**src/rtl/tiny_cpu_p.sv**
```systemverilog
// tiny_cpu_p: multi-cycle RV32I-subset core with a built-in tick divider.
// The FSM advances one state per tick, so each instruction takes four ticks.
//
// state    | meaning
// ---------+------------------------------------------------------------
// S_FETCH  | load IR from the instruction ROM at the current PC
// S_DECODE | latch operands and immediate, classify the instruction
// S_EXEC   | compute result and next PC, or stop on a halt condition
// S_WB     | write rd, update PC, count the retire, toggle led_blue
// S_HALT   | terminal; ignores ticks, only RST leaves it
module tiny_cpu_p #(
   parameter int    XLEN       = 32,
   parameter int    NREGS      = 16,
   parameter int    IMEM_DEPTH = 64,
   parameter string PROG_FILE  = "prog.hex",
   parameter int    CLK_DIV    = 12000000
) (
   input  logic            CLK,
   input  logic            RST,
   input  logic            run,
   input  logic [4:0]      dbg_raddr,
   output logic [XLEN-1:0] dbg_rdata,
   output logic [31:0]     dbg_pc,
   output logic [31:0]     dbg_ir,
   output logic [15:0]     retired,
   output logic            halted,
   output logic            led_red,
   output logic            led_green,
   output logic            led_blue
);

   localparam int AW = $clog2(IMEM_DEPTH);
   localparam int RW = $clog2(NREGS);
   localparam int DW = (CLK_DIV > 1) ? $clog2(CLK_DIV) : 1;
   localparam logic [DW-1:0] DIV_LAST = DW'(CLK_DIV - 1);
   localparam logic [5:0] NREGS_L = 6'(NREGS);

   typedef enum logic [2:0] {S_FETCH, S_DECODE, S_EXEC, S_WB, S_HALT} state_t;
   // C_STOP covers EBREAK, unsupported encodings and out-of-range register indices.
   typedef enum logic [3:0] {
      C_ADD, C_SUB, C_AND, C_OR, C_XOR, C_SLT, C_LUI, C_BEQ, C_BNE, C_JAL, C_STOP
   } cls_t;

   logic [31:0] imem [IMEM_DEPTH];

   state_t          state_q, state_d;
   cls_t            cls_q, cls_d;
   logic [DW-1:0]   div_cnt_q, div_cnt_d;
   logic [31:0]     pc_q, pc_d, ir_q, ir_d, imm_q, imm_d, npc_q, npc_d;
   logic [XLEN-1:0] a_q, a_d, b_q, b_d, res_q, res_d;
   logic            use_imm_q, use_imm_d, wr_q, wr_d, blue_q, blue_d;
   logic [15:0]     retired_q, retired_d;
   logic [XLEN-1:0] regs_q [NREGS];
   logic [XLEN-1:0] regs_d [NREGS];

   logic            tick;
   logic [4:0]      rd_idx, rs1_idx, rs2_idx;
   logic [2:0]      funct3;
   logic [6:0]      funct7, opcode;
   cls_t            dec_cls;
   logic [31:0]     dec_imm;
   logic            dec_use_imm, use_rs1, use_rs2, use_rd;
   logic [XLEN-1:0] op_b, exec_res;
   logic [31:0]     pc_plus4, target, exec_npc;
   logic            take, exec_stop;

   assign opcode  = ir_q[6:0];
   assign rd_idx  = ir_q[11:7];
   assign funct3  = ir_q[14:12];
   assign rs1_idx = ir_q[19:15];
   assign rs2_idx = ir_q[24:20];
   assign funct7  = ir_q[31:25];

   // Tick divider: holds while run is low, wraps on the tick cycle.
   always_comb begin
      tick      = run && (div_cnt_q == DIV_LAST);
      div_cnt_d = div_cnt_q;
      if (run) div_cnt_d = tick ? '0 : div_cnt_q + 1'b1;
   end

   // Instruction classification and immediate extraction from IR.
   always_comb begin
      dec_cls     = C_STOP;
      dec_imm     = 32'h0;
      dec_use_imm = 1'b0;
      use_rs1     = 1'b0;
      use_rs2     = 1'b0;
      use_rd      = 1'b0;
      case (opcode)
         7'h37: begin
            dec_cls = C_LUI;
            dec_imm = {ir_q[31:12], 12'h000};
            use_rd  = 1'b1;
         end
         7'h13: begin
            dec_imm     = {{20{ir_q[31]}}, ir_q[31:20]};
            dec_use_imm = 1'b1;
            use_rs1     = 1'b1;
            use_rd      = 1'b1;
            case (funct3)
               3'b000:  dec_cls = C_ADD;
               3'b111:  dec_cls = C_AND;
               3'b110:  dec_cls = C_OR;
               3'b100:  dec_cls = C_XOR;
               3'b010:  dec_cls = C_SLT;
               default: dec_cls = C_STOP;
            endcase
         end
         7'h33: begin
            use_rs1 = 1'b1;
            use_rs2 = 1'b1;
            use_rd  = 1'b1;
            if (funct7 == 7'h00) begin
               case (funct3)
                  3'b000:  dec_cls = C_ADD;
                  3'b111:  dec_cls = C_AND;
                  3'b110:  dec_cls = C_OR;
                  3'b100:  dec_cls = C_XOR;
                  3'b010:  dec_cls = C_SLT;
                  default: dec_cls = C_STOP;
               endcase
            end else if (funct7 == 7'h20 && funct3 == 3'b000) begin
               dec_cls = C_SUB;
            end
         end
         7'h63: begin
            dec_imm = {{20{ir_q[31]}}, ir_q[7], ir_q[30:25], ir_q[11:8], 1'b0};
            use_rs1 = 1'b1;
            use_rs2 = 1'b1;
            case (funct3)
               3'b000:  dec_cls = C_BEQ;
               3'b001:  dec_cls = C_BNE;
               default: dec_cls = C_STOP;
            endcase
         end
         7'h6f: begin
            dec_cls = C_JAL;
            dec_imm = {{12{ir_q[31]}}, ir_q[19:12], ir_q[20], ir_q[30:21], 1'b0};
            use_rd  = 1'b1;
         end
         default: dec_cls = C_STOP;
      endcase
      if ((use_rs1 && {1'b0, rs1_idx} >= NREGS_L) ||
          (use_rs2 && {1'b0, rs2_idx} >= NREGS_L) ||
          (use_rd  && {1'b0, rd_idx}  >= NREGS_L))
         dec_cls = C_STOP;
   end

   // ALU, branch resolution and halt detection on the latched operands.
   always_comb begin
      op_b      = use_imm_q ? imm_q[XLEN-1:0] : b_q;
      pc_plus4  = pc_q + 32'd4;
      target    = pc_q + imm_q;
      exec_res  = '0;
      take      = 1'b0;
      case (cls_q)
         C_ADD:   exec_res = a_q + op_b;
         C_SUB:   exec_res = a_q - op_b;
         C_AND:   exec_res = a_q & op_b;
         C_OR:    exec_res = a_q | op_b;
         C_XOR:   exec_res = a_q ^ op_b;
         C_SLT:   exec_res = {{(XLEN-1){1'b0}}, $signed(a_q) < $signed(op_b)};
         C_LUI:   exec_res = imm_q[XLEN-1:0];
         C_BEQ:   take = (a_q == b_q);
         C_BNE:   take = (a_q != b_q);
         C_JAL: begin
            exec_res = pc_plus4[XLEN-1:0];
            take     = 1'b1;
         end
         default: exec_res = '0;
      endcase
      exec_npc  = take ? target : pc_plus4;
      exec_stop = (cls_q == C_STOP) || (take && target[1:0] != 2'b00);
   end

   // Next-state and architectural updates, one FSM step per tick.
   always_comb begin
      state_d   = state_q;
      pc_d      = pc_q;
      ir_d      = ir_q;
      a_d       = a_q;
      b_d       = b_q;
      imm_d     = imm_q;
      cls_d     = cls_q;
      use_imm_d = use_imm_q;
      wr_d      = wr_q;
      res_d     = res_q;
      npc_d     = npc_q;
      retired_d = retired_q;
      blue_d    = blue_q;
      regs_d    = regs_q;
      if (tick) begin
         case (state_q)
            S_FETCH: begin
               ir_d    = imem[pc_q[AW+1:2]];
               state_d = S_DECODE;
            end
            S_DECODE: begin
               a_d       = regs_q[rs1_idx[RW-1:0]];
               b_d       = regs_q[rs2_idx[RW-1:0]];
               imm_d     = dec_imm;
               cls_d     = dec_cls;
               use_imm_d = dec_use_imm;
               wr_d      = use_rd && (rd_idx != 5'd0);
               state_d   = S_EXEC;
            end
            S_EXEC: begin
               if (exec_stop) begin
                  state_d = S_HALT;
               end else begin
                  res_d   = exec_res;
                  npc_d   = exec_npc;
                  state_d = S_WB;
               end
            end
            S_WB: begin
               if (wr_q) regs_d[rd_idx[RW-1:0]] = res_q;
               pc_d      = npc_q;
               retired_d = retired_q + 16'd1;
               blue_d    = ~blue_q;
               state_d   = S_FETCH;
            end
            default: state_d = S_HALT;
         endcase
      end
   end

   // State and datapath registers with asynchronous reset.
   always_ff @(posedge CLK or posedge RST) begin
      if (RST) begin
         state_q   <= S_FETCH;
         div_cnt_q <= '0;
         pc_q      <= 32'h0;
         ir_q      <= 32'h0;
         a_q       <= '0;
         b_q       <= '0;
         imm_q     <= 32'h0;
         cls_q     <= C_STOP;
         use_imm_q <= 1'b0;
         wr_q      <= 1'b0;
         res_q     <= '0;
         npc_q     <= 32'h0;
         retired_q <= 16'h0;
         blue_q    <= 1'b0;
         regs_q    <= '{default: '0};
      end else begin
         state_q   <= state_d;
         div_cnt_q <= div_cnt_d;
         pc_q      <= pc_d;
         ir_q      <= ir_d;
         a_q       <= a_d;
         b_q       <= b_d;
         imm_q     <= imm_d;
         cls_q     <= cls_d;
         use_imm_q <= use_imm_d;
         wr_q      <= wr_d;
         res_q     <= res_d;
         npc_q     <= npc_d;
         retired_q <= retired_d;
         blue_q    <= blue_d;
         regs_q    <= regs_d;
      end
   end

   assign dbg_rdata = ({1'b0, dbg_raddr} < NREGS_L) ? regs_q[dbg_raddr[RW-1:0]] : '0;
   assign dbg_pc    = pc_q;
   assign dbg_ir    = ir_q;
   assign retired   = retired_q;
   assign halted    = (state_q == S_HALT);
   assign led_red   = halted;
   assign led_green = regs_q[1][0];
   assign led_blue  = blue_q;

endmodule
```
**config.mk**
```make
export PLATFORM = sky130hd
export DESIGN_NAME = tiny_cpu_p
export DESIGN_NICKNAME = d
export VERILOG_FILES = /design/src/rtl/tiny_cpu_p.sv
export SDC_FILE = /design/constraint.sdc
export NUM_CORES = 1
export LEC_CHECK = 0
export CORE_MARGIN = 2
export CORE_UTILIZATION = 42
export DETAILED_ROUTE_END_ITERATION = 12
export DONT_BUFFER_PORTS = 1
export GPL_ROUTABILITY_DRIVEN = 1
export PLACE_DENSITY = 0.63
export RECOVER_POWER = 25
export SLEW_MARGIN = 20
export SYNTH_ARGS = -nofsm -noshare
export SYNTH_HDL_FRONTEND = slang
export SYNTH_SLANG_ARGS = --single-unit
```
**constraint.sdc**
```tcl
create_clock -name CLK -period 2.3 [get_ports CLK]
set_input_delay 0.345 -clock CLK [delete_from_list [all_inputs] [get_ports CLK]]
set_output_delay 0.345 -clock CLK [all_outputs]
set_load 0.01 [all_outputs]
```
Word level (Yosys, flattened, before mapping)
Cells that the tools add are included.

Output and inout port bits: 116. Latch bits: 0. Input port bits: 8. RAM bits: 0. Memories kept: 0. Flip-flop bits (word level): 786. Bits in read-only memories: 0.

Reductions and logical operators: 25. Divide/modulo/power cells: 0. Eq/ne operators: 28. Add/subtract/negate cells: 6. Magnitude comparators: 10. Shift-type cells: 0. Multiply operators: 0. Bitwise operators: 9. Multiplexer cells: 31.

Operators with widths (count): bitwise mux 512 bit (1); binary-select mux 32 bit (select 4 bit) (3); 2-to-1 mux 32 bit (10); case mux 32 bit (8 select lines) (1); demux 32 bit (select 4 bit) (1); case mux 32 bit (4 select lines) (1); adder 32 bit (2); case mux 4 bit (5 select lines) (2); greater-or-equal comparator 5 bit (second input constant) (7); adder 32 x 3 -> 32 bit (second input constant) (1); bitwise AND 32 bit (1); equality test 32 bit (1); less-than comparator 32 bit (1); != test 32 bit (1); OR 32 bit (1); subtractor 32 bit (1); bitwise XOR 32 bit (1); adder 24 x 1 -> 24 bit (second input constant) (1); equality test 24 bit (second input constant) (1); 2-to-1 mux 24 bit (1); equality test 7 x 6 -> 1 bit (second input constant) (3); NOT 4 -> 5 bit (4); adder 16 x 1 -> 16 bit (second input constant) (1); equality test 4 x 3 -> 1 bit (second input constant) (4); other kinds (29) (58).

Logic depth before layout (Yosys ltp)
Depth after elaboration: 7. Depth in mapped cells: 7. Gate-level depth less buffers: 6.

Worst setup path before layout
OpenSTA, ideal clock, no wires.

Kind: reg2reg. Start point: register div_cnt_q[0]. End point: register retired_q[1] (netlist: retired[1]). Buffers on the path: 1. Arrival time: 1.835 ns. Required time: 2.173 ns. Library setup time: 0.127 ns. Slack: 0.337 ns. Stages on the path, launching flop included: 8. Cells stage by stage: dfrtp_1 ha_1 nand4_4 or2_1 and3b_1 buf_2 and2_4 mux2_1.

Cells in the longest elaborated chain, start to end: 3.

RTL lines: start: declaration (RTL line 48) `logic [DW-1:0] div_cnt_q, div_cnt_d;`; start signal: assignment (RTL line 248) `div_cnt_q <= div_cnt_d;`; equality test 24 bit (RTL line 76) `tick = run && (div_cnt_q == DIV_LAST);`; logical AND 1 bit (RTL line 76); AND reduction 2 bit (no source line); end signal: assignment (RTL line 259) `retired_q <= retired_d;`; end: declaration (RTL line 52) `logic [15:0] retired_q, retired_d;`.

No other way between the ends. A chain may end at the register's enable or synchronous reset.

Worst setup path after layout
Start point: register div_cnt_q[0]. End point: register div_cnt_q[22].

Cells in the longest elaborated chain, start to end: 3.

RTL lines: parallel branches: the longest is 2 deep, another holds adder 24 x 1 -> 24 bit; 2-to-1 mux 24 bit (*) (RTL line 78) `if (run) div_cnt_d = tick ? '0 : div_cnt_q + 1'b1;`.

Mark *: on every way between the ends.

==> flow_summary.yaml <==
run_status:
  status: "complete, no violations"
power:
  leakagePower_nw: 1.394
  switchingPower_uw: 495.4
  combinationalPowerShare_pct: 13.2
  p_total_mw: 1.633
  p_per_area_nw_per_um2: 601.9
  pwr-share-seq_pct: 55.2
  intPower_mw: 1.138
  pwr-share-clk_pct: 31.6
  ir_drop_v: 0.0006204
  swShare_pct: 30.33
floorplanning:
  coreArea_um2: 6719
  die_w_um: 86.85
  io_pins: 124
  row_count: 30
  die-area_um2: 7542
  die_y_um: 86.85
  initial_core_util_pct: 42.91
route:
  drtIter0Drc: 76
  wl_per_cell_um: 11.39
  routed_via_density: 4.334
  routed_wirelength_um: 4327
  drcViolationCount: 0
  dr.pass1.iters: 4
  dr_total_vias: 1647
  ant_nets: 0
clocking:
  cts_tree: "done"
  clkSinkCount: 44
  clkLatencyLatePin_ns: 0.30
  clkTransAtPathRegs_ns: 0.08
  numCtsBuffers: 5
  ctsResizeCount: 0
  post_cts.repair.setup_buffers: 0
  cts_hold_buf: 0
  root_buffer: "clkbuf_8"
  htreeDepth: 2
  cts_buffer_depth: 2
synth:
  ys_top_cells_by_area: "dfrtp_1 (38%), buf_4 (26%), xnor2_1 (5.2%)"
  ys.flop_type: "dfrtp_1"
  synthCells: 294
  ys_types: 41
  syn_avg_cell_area_um2: 9.805
  syn_area_um2: 2883
  yosys_warnings: 0
  synth_top_area_share_pct: 38.19
  synth_top_area_cell: "dfrtp_1"
  synth_enable_flop_cells: 0
  synthArstFlopShare_pct: 100.0
  ys_seq_area_share_pct: 38.19
  ys_ff_latch: 44
timing:
  fin_worst_skew_ns: 0.005280
  maxSlewViolCount: 0
  hold_viol: 0
  setup-violations-final: 0
  fin_tns_setup_ns: 0
  rsz0062_at_grt: "no"
  fin_crit_sh_pct: 89.31
  setup_ws_ns: 0.2458
  worst_slew_pin_slew_ns: 1.087
  period_needed_ns: 2.054
  holdWs_ns: 0.1419
  relSlewSlack_pct: 27.51
  max_freq_ghz: 0.4868
layout:
  diodes: 0
  drive_gt1_share_pct: 8.000
  area_growth_pct: -5.859
  mostFrequentLayoutCells: "conb_1 (97), dfrtp_1 (44), nor2_1 (19)"
  fillers: 668
  final_common_cell: "conb_1"
  final_nets: 309
worst_setup_path:
  path_buf_inv: 0
  critPathLaunchType: "register"
  arrival_ns: 2.24
  cp-end-kind: "register"
  cp_cell_sequence: "ha_1 > nand4_4 > nor4_4 > nand3_4 > or3_4 > xnor2_2"
  worstSetupPathType: "reg -> reg"
  crit_path_max_incr_delay_ns: 0.42
  crit_slowest_cell: "dfrtp_1"
  critPathMaxFanout: 6
  crit_family: "simple AND/OR/NAND/NOR gates"
  required_ns: 2.49
worst_hold_path:
  min_path_type: "in -> reg"
global_routing:
  overflow: 0
  grt_max_degree: 45
  grt_pass1_vias: 1500
  grt_usage_pct: 12.15
  grt_pass1_wl_um: 7182
  grt_antenna_before_repair: 0
flow_run:
  max_cap_violations: 0
place:
  gp_congestion: 0.7770
  dp_hpwl_um: 3228
  port_buffers: 0
  place_ws_ns: 0.2469
stage by stage:
step,instance area [µm²],util (%),instances
after detailed placement,2619,38.98,372
after global placement,2619,38.98,372
final,2714,40.39,380
after floorplan,3243,-,390
after global routing,2714,40.39,380
after CTS,2716,40.43,380
power by group through the flow:
| stage | Combinational (mW) | Clock, mW | Sequential (mW) |
|---|---|---|---|
| 2_1_floorplan | 0.314 | 0 | 0.903 |
| 3_3_place_gp | 0.210 | 0 | 0.914 |
| 3_5_place_dp | 0.216 | 0 | 0.918 |
| 4_1_cts | 0.217 | 0.534 | 0.902 |
| 5_1_grt | 0.252 | 0.569 | 0.912 |
| 6_report | 0.216 | 0.516 | 0.902 |
registers in the layout (all words and copies together), names as in the netlist:
register   cells
div_cnt_q     24
state_q        3
retired       16
led_blue       1
kinds of logic after synthesis:
| kind of cell | Yosys count | synth area share [%] |
|---|---|---|
| other cells | 1 | 0.1301 |
| simple gates | 92 | 19.58 |
| xor+xnor | 34 | 10.59 |
| mux | 3 | 1.172 |
| fa+ha+maj | 2 | 0.8679 |
| compound gates | 10 | 2.517 |
| flops | 44 | 38.19 |
| buf+inv | 108 | 26.95 |
worst reg2reg max path, delay by kind of cell (launching register included):
family,cells,cell delay [ns]
xor+xnor,1,0.13
fa+ha+maj,1,0.24
simple gates,4,1.15
flops,1,0.42
path summary, 6_finish.rpt:
path                               startpoint             to  slack (ns)  depth (start not counted)
worst min-delay path                      run   div_cnt_q[1]        0.14                          1
worst min register to register  div_cnt_q[10]  div_cnt_q[10]        0.52                          1
max in group asynchronous                 RST   div_cnt_q[9]        1.36                          2
worst max register to register   div_cnt_q[0]  div_cnt_q[22]        0.25                          6
min in group asynchronous                 RST     retired[5]        0.28                          2
worst max-delay path             div_cnt_q[0]  div_cnt_q[22]        0.25                          6
layer usage:
metal  global-route usage [%]  share of wire (%)
met5                        0                  0
met4                    4.972                1.7
met3                    3.524                5.7
met2                    18.81                 47
met1                    15.94                 46
area by class of cell:
cell class,instances,area [µm²],share of cell area [%]
clock buffers,6,82.58,3.043
clock inverters,2,15.01,0.5533
multi-input cells,238,1365,50.30
well taps,80,100.1,3.688
flip-flops and latches,44,1101,40.57
repair buffers,4,27.53,1.014
inverters,6,22.52,0.8299
cells in the mapped netlist, types with 2 or more instances:
cell type and n:
and3_1 4, nand2_1 15, nand4_1 11, buf_2 3
dfrtp_1 44, and4_1 2, xnor2_1 17, and3b_1 2
nand2b_1 2, buf_4 98, mux2_2 2, nor4_4 2
nor4_1 2, nor3_1 6, o31ai_1 2, o211ai_1 2
ha_1 2, nand3_1 16, nor2_1 19, o21ai_0 2
inv_1 6, xor2_1 16
No activity file was read; power rests on OpenSTA's default activity.
